**src/rtl/uart_tx_arbiter_if.sv**
```systemverilog
// rtl/uart_tx_arbiter_if.sv - producer handshake and uart-side bundle for uart_tx_arbiter
interface uart_tx_arbiter_if #(
    parameter int NUM_REQ = 2
);
    logic [NUM_REQ-1:0]   req_valid;
    logic [NUM_REQ*8-1:0] req_data;
    logic [NUM_REQ-1:0]   req_last;
    logic [NUM_REQ-1:0]   req_ready;
    logic [2:0]           grant_id;
    logic                 uart_transmit;
    logic [7:0]           uart_tx_byte;
    logic                 uart_is_transmitting;
    logic                 busy;
    logic                 timeout_err;

    modport master (
        output req_valid, req_data, req_last, uart_is_transmitting,
        input  req_ready, grant_id, uart_transmit, uart_tx_byte, busy, timeout_err
    );

    modport slave (
        input  req_valid, req_data, req_last, uart_is_transmitting,
        output req_ready, grant_id, uart_transmit, uart_tx_byte, busy, timeout_err
    );
endinterface

```
**src/rtl/uart_tx_arbiter.sv**
```systemverilog
// rtl/uart_tx_arbiter.sv - round-robin byte arbiter feeding one uart transmit channel
// Optional message locking via `define ARB_LOCK_EN.
module uart_tx_arbiter #(
    parameter int NUM_REQ        = 2,
    parameter int TIMEOUT_CYCLES = 16
) (
    input  logic              clk,
    input  logic              rst_n,
    uart_tx_arbiter_if.slave  arb
);
    typedef enum logic [1:0] {IDLE, START, WAIT_RISE, WAIT_FALL} state_t;

    localparam logic [15:0] TMO_LAST = 16'(TIMEOUT_CYCLES - 1);

    state_t      state, state_next;
    logic [2:0]  last_grant;
    logic [7:0]  tx_byte_r;
    logic [15:0] tmo_cnt;
    logic [7:0]  valid8, cand8, ready8, last8;
    logic [63:0] data64;
    logic [2:0]  win, idx3;
    logic        win_found;
    logic        accept;
    logic        timeout;
    int          idx;

`ifdef ARB_LOCK_EN
    logic lock_r;
`endif

    assign valid8 = 8'(arb.req_valid);
    assign last8  = 8'(arb.req_last);
    assign data64 = 64'(arb.req_data);

    // While a message is locked only its owner (last_grant) may compete.
    always_comb begin
        cand8 = valid8;
`ifdef ARB_LOCK_EN
        if (lock_r)
            cand8 = valid8 & (8'd1 << last_grant);
`endif
    end

    always_comb begin
        win       = '0;
        win_found = 1'b0;
        idx       = 0;
        idx3      = '0;
        for (int k = 1; k <= NUM_REQ; k++) begin
            idx = int'(last_grant) + k;
            if (idx >= NUM_REQ)
                idx = idx - NUM_REQ;
            idx3 = 3'(idx);
            if (!win_found && cand8[idx3]) begin
                win       = idx3;
                win_found = 1'b1;
            end
        end
    end

    assign accept = rst_n && (state == IDLE) && !arb.uart_is_transmitting && win_found;

    always_comb begin
        ready8 = '0;
        if (accept)
            ready8[win] = 1'b1;
    end

    always_comb begin
        state_next = state;
        timeout    = 1'b0;
        case (state)
            IDLE:      if (accept) state_next = START;
            START:     state_next = WAIT_RISE;
            WAIT_RISE: begin
                if (arb.uart_is_transmitting) begin
                    state_next = WAIT_FALL;
                end else if (tmo_cnt == TMO_LAST) begin
                    timeout    = 1'b1;
                    state_next = IDLE;
                end
            end
            WAIT_FALL: if (!arb.uart_is_transmitting) state_next = IDLE;
            default:   state_next = IDLE;
        endcase
    end

    always_ff @(posedge clk or negedge rst_n) begin
        if (!rst_n)
            state <= IDLE;
        else
            state <= state_next;
    end

    always_ff @(posedge clk or negedge rst_n) begin
        if (!rst_n) begin
            last_grant <= 3'(NUM_REQ - 1);
            tx_byte_r  <= '0;
            tmo_cnt    <= '0;
        end else begin
            if (accept) begin
                last_grant <= win;
                tx_byte_r  <= data64[{win, 3'b000} +: 8];
            end
            if (state == START)
                tmo_cnt <= '0;
            else if (state == WAIT_RISE && !arb.uart_is_transmitting)
                tmo_cnt <= tmo_cnt + 16'd1;
        end
    end

`ifdef ARB_LOCK_EN
    always_ff @(posedge clk or negedge rst_n) begin
        if (!rst_n)
            lock_r <= 1'b0;
        else if (accept)
            lock_r <= !last8[win];
        else if (timeout)
            lock_r <= 1'b0;
    end
`endif

    assign arb.req_ready     = ready8[NUM_REQ-1:0];
    assign arb.grant_id      = last_grant;
    assign arb.uart_transmit = (state == START);
    assign arb.uart_tx_byte  = tx_byte_r;
    assign arb.busy          = (state != IDLE);
    assign arb.timeout_err   = timeout;
endmodule

```
**src/flat_wrapper.sv**
```systemverilog
// flat-port wrapper written by rule: the top's interface ports become plain ports
module uart_tx_arbiter_flat 
#(
    parameter int NUM_REQ        = 2,
    parameter int TIMEOUT_CYCLES = 16
)
  (clk, rst_n, arb_req_valid, arb_req_data, arb_req_last, arb_uart_is_transmitting, arb_req_ready, arb_grant_id, arb_uart_transmit, arb_uart_tx_byte, arb_busy, arb_timeout_err);
  uart_tx_arbiter_if #(.NUM_REQ(NUM_REQ)) arb_i ();
  input  logic clk;
  input  logic rst_n;
  input wire logic [$bits(arb_i.req_valid)-1:0] arb_req_valid;
  input wire logic [$bits(arb_i.req_data)-1:0] arb_req_data;
  input wire logic [$bits(arb_i.req_last)-1:0] arb_req_last;
  input wire logic [$bits(arb_i.uart_is_transmitting)-1:0] arb_uart_is_transmitting;
  output wire logic [$bits(arb_i.req_ready)-1:0] arb_req_ready;
  output wire logic [$bits(arb_i.grant_id)-1:0] arb_grant_id;
  output wire logic [$bits(arb_i.uart_transmit)-1:0] arb_uart_transmit;
  output wire logic [$bits(arb_i.uart_tx_byte)-1:0] arb_uart_tx_byte;
  output wire logic [$bits(arb_i.busy)-1:0] arb_busy;
  output wire logic [$bits(arb_i.timeout_err)-1:0] arb_timeout_err;
  assign arb_i.req_valid = arb_req_valid;
  assign arb_i.req_data = arb_req_data;
  assign arb_i.req_last = arb_req_last;
  assign arb_i.uart_is_transmitting = arb_uart_is_transmitting;
  assign arb_req_ready = arb_i.req_ready;
  assign arb_grant_id = arb_i.grant_id;
  assign arb_uart_transmit = arb_i.uart_transmit;
  assign arb_uart_tx_byte = arb_i.uart_tx_byte;
  assign arb_busy = arb_i.busy;
  assign arb_timeout_err = arb_i.timeout_err;
  uart_tx_arbiter #(.NUM_REQ(NUM_REQ), .TIMEOUT_CYCLES(TIMEOUT_CYCLES)) u_core (.clk(clk), .rst_n(rst_n), .arb(arb_i));
endmodule
```
**config.mk**
```make
export PLATFORM = sky130hd
export DESIGN_NAME = uart_tx_arbiter_flat
export DESIGN_NICKNAME = d
export VERILOG_FILES = /design/src/rtl/uart_tx_arbiter_if.sv /design/src/rtl/uart_tx_arbiter.sv /design/src/flat_wrapper.sv
export SDC_FILE = /design/constraint.sdc
export NUM_CORES = 1
export LEC_CHECK = 0
export ABC_AREA = 1
export CAP_MARGIN = 20
export CORE_AREA = 2 2 62 64
export CTS_BUF_LIST = sky130_fd_sc_hd__clkbuf_8 sky130_fd_sc_hd__clkbuf_16
export CTS_CLUSTER_DIAMETER = 100
export DETAILED_ROUTE_END_ITERATION = 12
export DIE_AREA = 0 0 64 66
export PLACE_DENSITY = 0.85
export REMOVE_ABC_BUFFERS = 1
export SLEW_MARGIN = 20
export SYNTH_ARGS = -nofsm -noshare
export SYNTH_HDL_FRONTEND = slang
export SYNTH_SLANG_ARGS = --single-unit
```
**constraint.sdc**
```tcl
create_clock -name clk -period 2.8 [get_ports clk]
set_input_delay 0.42 -clock clk [delete_from_list [all_inputs] [get_ports clk]]
set_output_delay 0.42 -clock clk [all_outputs]
set_load 0.02 [all_outputs]
```
==> run metrics <==
H-tree depth=2; Synth Register Bits=29; # hold bufs at CTS=0; crit path buf inv count=4; Slew HR=74.2%; Max-Cap Viols=0; minimum clock period after layout=2.60 ns; num rows=22; PwrDens=486 nW/um2; Filler Cell Count=293; WHS Endpoint=u_core.arb.uart_tx_byte[5]; drt total wl=3790 um; Final GP Congestion=0.792; die area=4220 um2; CTS root buf=clkbuf_8; core area=3550 um2; mapped cell area=1720 um2; Top-Level Pins=39; total grt overflow=0; final setup vio count=0; setup TNS=0 ns; post-synthesis sequential area ratio=42.2%; end of the worst register-to-register path=u_core.arb.uart_tx_byte[0]; RSZ-0062 raised after global routing=no; Tot GR Track Use=20.8%; maximum clock rate=384 MHz; most frequent cells in the layout=nand2_1, nand3_1, clkdlybuf4s50_1, inv_1, dfrtp_1; Worst Setup SP=u_core.arb.grant_id[0]; multi-input logic area=848 um2; diode count=0; Slew Limit Fails=0; r2r setup slk=0.88 ns; HP Class=flop to flop; fraction of registers with async set/reset=100%; mean post-synth cell area=7.65 um2; most common cell after layout, fill and taps aside=nand2_1; vias in the first global route=1541; final count of hold timing violations=0; CP peak stage delay=0.56 ns; chip height=66 um; Final ANT Viol Nets=0; Min Hold Slack=0.494 ns; IO Port Bufs=36; Worst EP arrival=2.18 ns; Setup crit end kind=output port; DRT Pass-1 Iters=4; drt wl/cell=11.7 um; Iter 0 DRT Violations=62; IR drop worst, VDD=0.418 mV; critical path's top delay family=simple AND/OR/NAND/NOR gates; worst reg2reg path depth=12; Reg area=728 um2; Distinct cells, synth=29; Post-synth top flop=dfrtp_1; Req. time, crit path=2.38 ns; largest net degree at the start of global routing=30; hold path depth=2; via count of the routed design=1608; Layout area overhead=31.3%; CTS tree=done; outcome=finished clean; RR Startpoint=u_core.arb.grant_id[0]; yosys warns=0; HPWL after detailed placement=2860 um; clk sink count=29; Via-to-Cell Ratio=4.98; CP Cell Sequence=inv_1 > ha_1 > inv_1 > nand3_1 > nand2_1 > nand3_1 > nand2_4 > nand3_4 > nand2_1 > inv_2 > dlygate4sd2_1; clk slew on worst S/H paths=0.06 ns; Clock Skew=0.00605 ns; Post-Synthesis Cells=225; DRC=0; Worst setup SP type=flop; Slowest-stage cell, CP=dfstp_2; clk_lat worst skew=0.29 ns; Final Util=63.7%; Lkg Pwr=1.17 nW; crit path kind=flop to output port; crit share post-route=93.0%; HP Start=u_core.arb.uart_tx_byte[5]; Net count, final=304; Post-synth EDFFs=0; fraction of layout instances using a drive strength above 1=12.0%; Initial Utilization=48.5%; Max clock buf depth=2; initial antenna violation count=0; Tot Pwr=1.10 mW; die width=64 um; first-pass GRT wire length=6690 um; critical path peak fanout=10; total CTS buffers=5; worst slew pin tran=0.387 ns
final cells by class:
cell class              count  share of cell area [%]
inverters                  31                    5.15
clock buffers               5                    3.04
clock inverters             3                   0.609
well taps                  48                    2.66
flip-flops and latches     29                    32.2
repair buffers             45                    18.8
multi-input cells         162                    37.5
state kept, by name, summed over array words and instances, names as in the netlist:
register,count
u_core.arb.grant_id,3
u_core.arb.uart_tx_byte,8
u_core.state,2
u_core.tmo_cnt,16
logic make-up (layout without fill, tap and decap cells):
kind of cell	Yosys count	in the layout	share of synthesized area (%)
flip-flops	29	29	42.2
buffers and inverters	34	84	8.50
adder cells (fa/ha/maj)	7	7	5.09
AO/OA/AOI/OAI	24	24	7.34
AND/OR/NAND/NOR	131	131	36.8
power by group:
part | leakage [nW] | switching [mW] | total, mW | internal, mW
sequential | 0.386 | 0.0357 | 0.491 | 0.456
clock | 0.0491 | 0.157 | 0.325 | 0.168
combinational | 0.733 | 0.169 | 0.282 | 0.113
total | 1.17 | 0.362 | 1.10 | 0.736
tightest hold or removal path: stages (launching register included):
cell     delay (ns)
dfrtp_1        0.34
nand2_1        0.05
nand3_1        0.07
per-stage QoR:
stage	instance area, um2	worst slack, ns	std cells
finish	2260	0.196	323
floorplan	1690	0.599	222
detailed placement	2160	0.126	312
CTS	2240	0.0743	320
global placement	2160	0.143	312
global route	2260	0.0482	323
synth_stat cells, types with 2 or more instances:
cell | instances | share of area [%]
a21oi_1 | 5 | 1.5
dfrtp_1 | 28 | 41
ha_1 | 7 | 5.1
inv_1 | 28 | 6.1
inv_2 | 2 | 0.44
nand2_1 | 56 | 12
nand2_4 | 2 | 1.3
nand3_1 | 35 | 10
nand3_2 | 3 | 1.7
nand4_1 | 5 | 1.8
nor2_1 | 19 | 4.1
nor2_2 | 3 | 1.1
nor3_1 | 2 | 0.58
o21ai_0 | 15 | 4.4
how the worst max path moves through the flow:
stage / slack (ns) / depth (start not counted) / endpoint
detailed placement: 0.13 / 10 / arb_req_ready[1]
global route: 0.05 / 12 / arb_req_ready[0]
global placement: 0.14 / 10 / arb_req_ready[1]
floorplan: 0.60 / 10 / arb_req_ready[0]
CTS: 0.07 / 11 / arb_req_ready[0]
finish: 0.20 / 11 / arb_req_ready[0]
per-layer routing:
layer,vias up,GRT usage (%),wire length (um)
met5,-,0,0
met4,0,10.6,120
met3,12,5.79,118
met2,28,34.2,1760
met1,742,24.7,1790
li1,826,-,-
what timing repair did:
item	in CTS	in global routing
hold endpoints to repair	0	0
pin swaps	0	0
endpoints found under the setup margin	2	2
gates resized for setup	2	2
setup buffers	0	3
(Power assumes the default switching activity.)
==> patch, RTL diff (config.mk and constraints unchanged) <==
Build with the macro `ARB_LOCK_EN` defined.
--- a/src/rtl/uart_tx_arbiter.sv
+++ b/src/rtl/uart_tx_arbiter.sv
@@ -1,5 +1,7 @@
 // rtl/uart_tx_arbiter.sv - round-robin byte arbiter feeding one uart transmit channel
 // Optional message locking via `define ARB_LOCK_EN.
+`define ARB_LOCK_EN
+
 module uart_tx_arbiter #(
     parameter int NUM_REQ        = 2,
     parameter int TIMEOUT_CYCLES = 16
Behaviour: not the same (Yosys sat finds a counterexample within 10 cycles, from zero or initial values and one cycle with rst_n low).
==> patch against the unedited design <==
  * Routed wire length is 7.9% higher
  * Global-route usage is 0.92 points higher
  * Total power is 12% higher
  * Sequential cell count is 1 higher
  * Critical path depth is 2 lower
  * Cell area is 4.5% higher
  * Synthesized area is 3.9% higher
  * Critical path type unchanged
  * Die area stayed put
  * Setup slack worse by 84 ps
  * Highest routed layer unchanged
  * First-iteration DRC count is 56% higher
  * Via count is 6.2% higher
==> patch: results (changes against the unedited design) <==
[finish]
diodes = 0  ; unchanged
fillers = 281  ; was 293
largest_reg_flops = 16  ; unchanged
fin_nets = 310  ; was 304
layout-drive-gt1-share = 0.125  ; was 0.120

[routing]
wl_per_cell_um = 12.5  ; was 11.7 µm
dr_total_vias = 1707  ; was 1608
first_iter_violations = 97  ; was 62
drt_first_pass_iters = 4  ; unchanged

[timing]
skew_ps = 2.75  ; was 6.05 ps
relSlewSlack = 0.753  ; was 0.742

[clock_network]
h-tree-depth = 2  ; unchanged
clockRootBuffer = clkbuf_8  ; unchanged

[synth]
seq_area_frac_synth = 0.421  ; was 0.422
synthTopCellsByCount = 47 x nand2_1, 38 x nand3_1, 29 x dfrtp_1, 28 x inv_1, 18 x nor2_1  ; was 56 x nand2_1, 35 x nand3_1, 28 x dfrtp_1, 28 x inv_1, 19 x nor2_1
yosysWarningCount = 0  ; unchanged
synthTopCellsByArea = dfrtp_1 41%, nand3_1 11%, nand2_1 9.9%, inv_1 5.9%, ha_1 4.9%  ; was dfrtp_1 41%, nand2_1 12%, nand3_1 10%, inv_1 6.1%, ha_1 5.1%

[pwr]
leakagePower_nw = 1.11  ; was 1.17 nW
ir_drop_uv = 309  ; was 418 µV

[grt]
grt_pass1_wl_um = 7070  ; was 6690 µm
grt_max_degree = 31  ; was 30
grt_pass1_vias = 1645  ; was 1541
grtUsageTotal = 0.217  ; was 0.208

[worst_setup_path]
crit_arrival_ps = 2270  ; was 2180 ps
crit_fanout = 6  ; was 10
slowest_delay_ps = 590  ; was 560 ps

[placement]
gp_congestion = 0.896  ; was 0.792
dpl-instance-area_um2 = 2250  ; was 2160 µm²
port_buffers = 38  ; was 36
dpl.hpwl_um = 3060  ; was 2860 µm

[run_status]
status = completed  ; unchanged

==> patch: what timing repair did <==
| item | in CTS | in global routing |
|---|---|---|
| hold endpoints to repair | 0 | 0 |
| resized for setup | 2 | 4 |
| endpoints found under the setup margin | 2 | 2 |
==> patch: kinds of logic (layout without fill, tap and decap cells) <==
family | Yosys count | count (layout) | synth area share
simple gates | 130 | 130 | 0.346
buf+inv | 33 | 82 | 0.0735
flops | 30 | 30 | 0.421
compound gates | 26 | 26 | 0.0854
fa+ha+maj | 7 | 7 | 0.0490
xor+xnor | 4 | 4 | 0.0196
mux | 1 | 1 | 0.00560
==> patch: power by group <==
part | total [W] | internal [W] | switching [W]
registers | 0.000508 | 0.000467 | 0.0000417
logic | 0.000278 | 0.000112 | 0.000166
clock network | 0.000441 | 0.000284 | 0.000157
==> patch: path summary, 6_finish.rpt <==
kind | start | endpoint | slack (ps) | cells after the start
worst min-delay path | u_core.tmo_cnt[15] | u_core.tmo_cnt[15] | 440 | 1
worst max-delay path | u_core.arb.grant_id[0] | arb_req_ready[0] | 110 | 9
worst max register to register | u_core.arb.grant_id[0] | u_core.lock_r | 790 | 12
worst min register to register | u_core.tmo_cnt[15] | u_core.tmo_cnt[15] | 440 | 1
min in group asynchronous | rst_n | u_core.tmo_cnt[0] | 620 | 2
max in group asynchronous | rst_n | u_core.arb.grant_id[0] | 1870 | 2
==> patch: layout make-up <==
class	instances	area, µm²	share of cell area
inverter	32	120	0.0508
multi-input combinational	168	905	0.383
clock inverter	1	30.0	0.0127
sequential	30	752	0.318
tap	48	60.1	0.0254
clock buffer	6	82.6	0.0350
timing repair buffer	43	413	0.175
==> patch: layer usage <==
metal / wire [µm] / vias to the layer above / part of all wire / global-route usage
li1: - / 857 / - / -
met5: 0 / - / 0 / 0
met1: 1820 / 791 / 0.44 / 0.255
met3: 257 / 10 / 0.063 / 0.0664
met4: 87 / 0 / 0.021 / 0.0978
met2: 1920 / 49 / 0.47 / 0.363
==> patch: stage by stage <==
stage	instances	setup WS [ps]	hold slack, ps	util	power [W]
floorplan	230	512	124	-	0.000675
CTS	328	49.5	443	0.666	0.00124
global route	328	14.5	470	0.665	0.00129
global placement	321	194	428	0.635	0.000786
detailed placement	321	126	434	0.635	0.000790
finish	328	112	442	0.665	0.00123
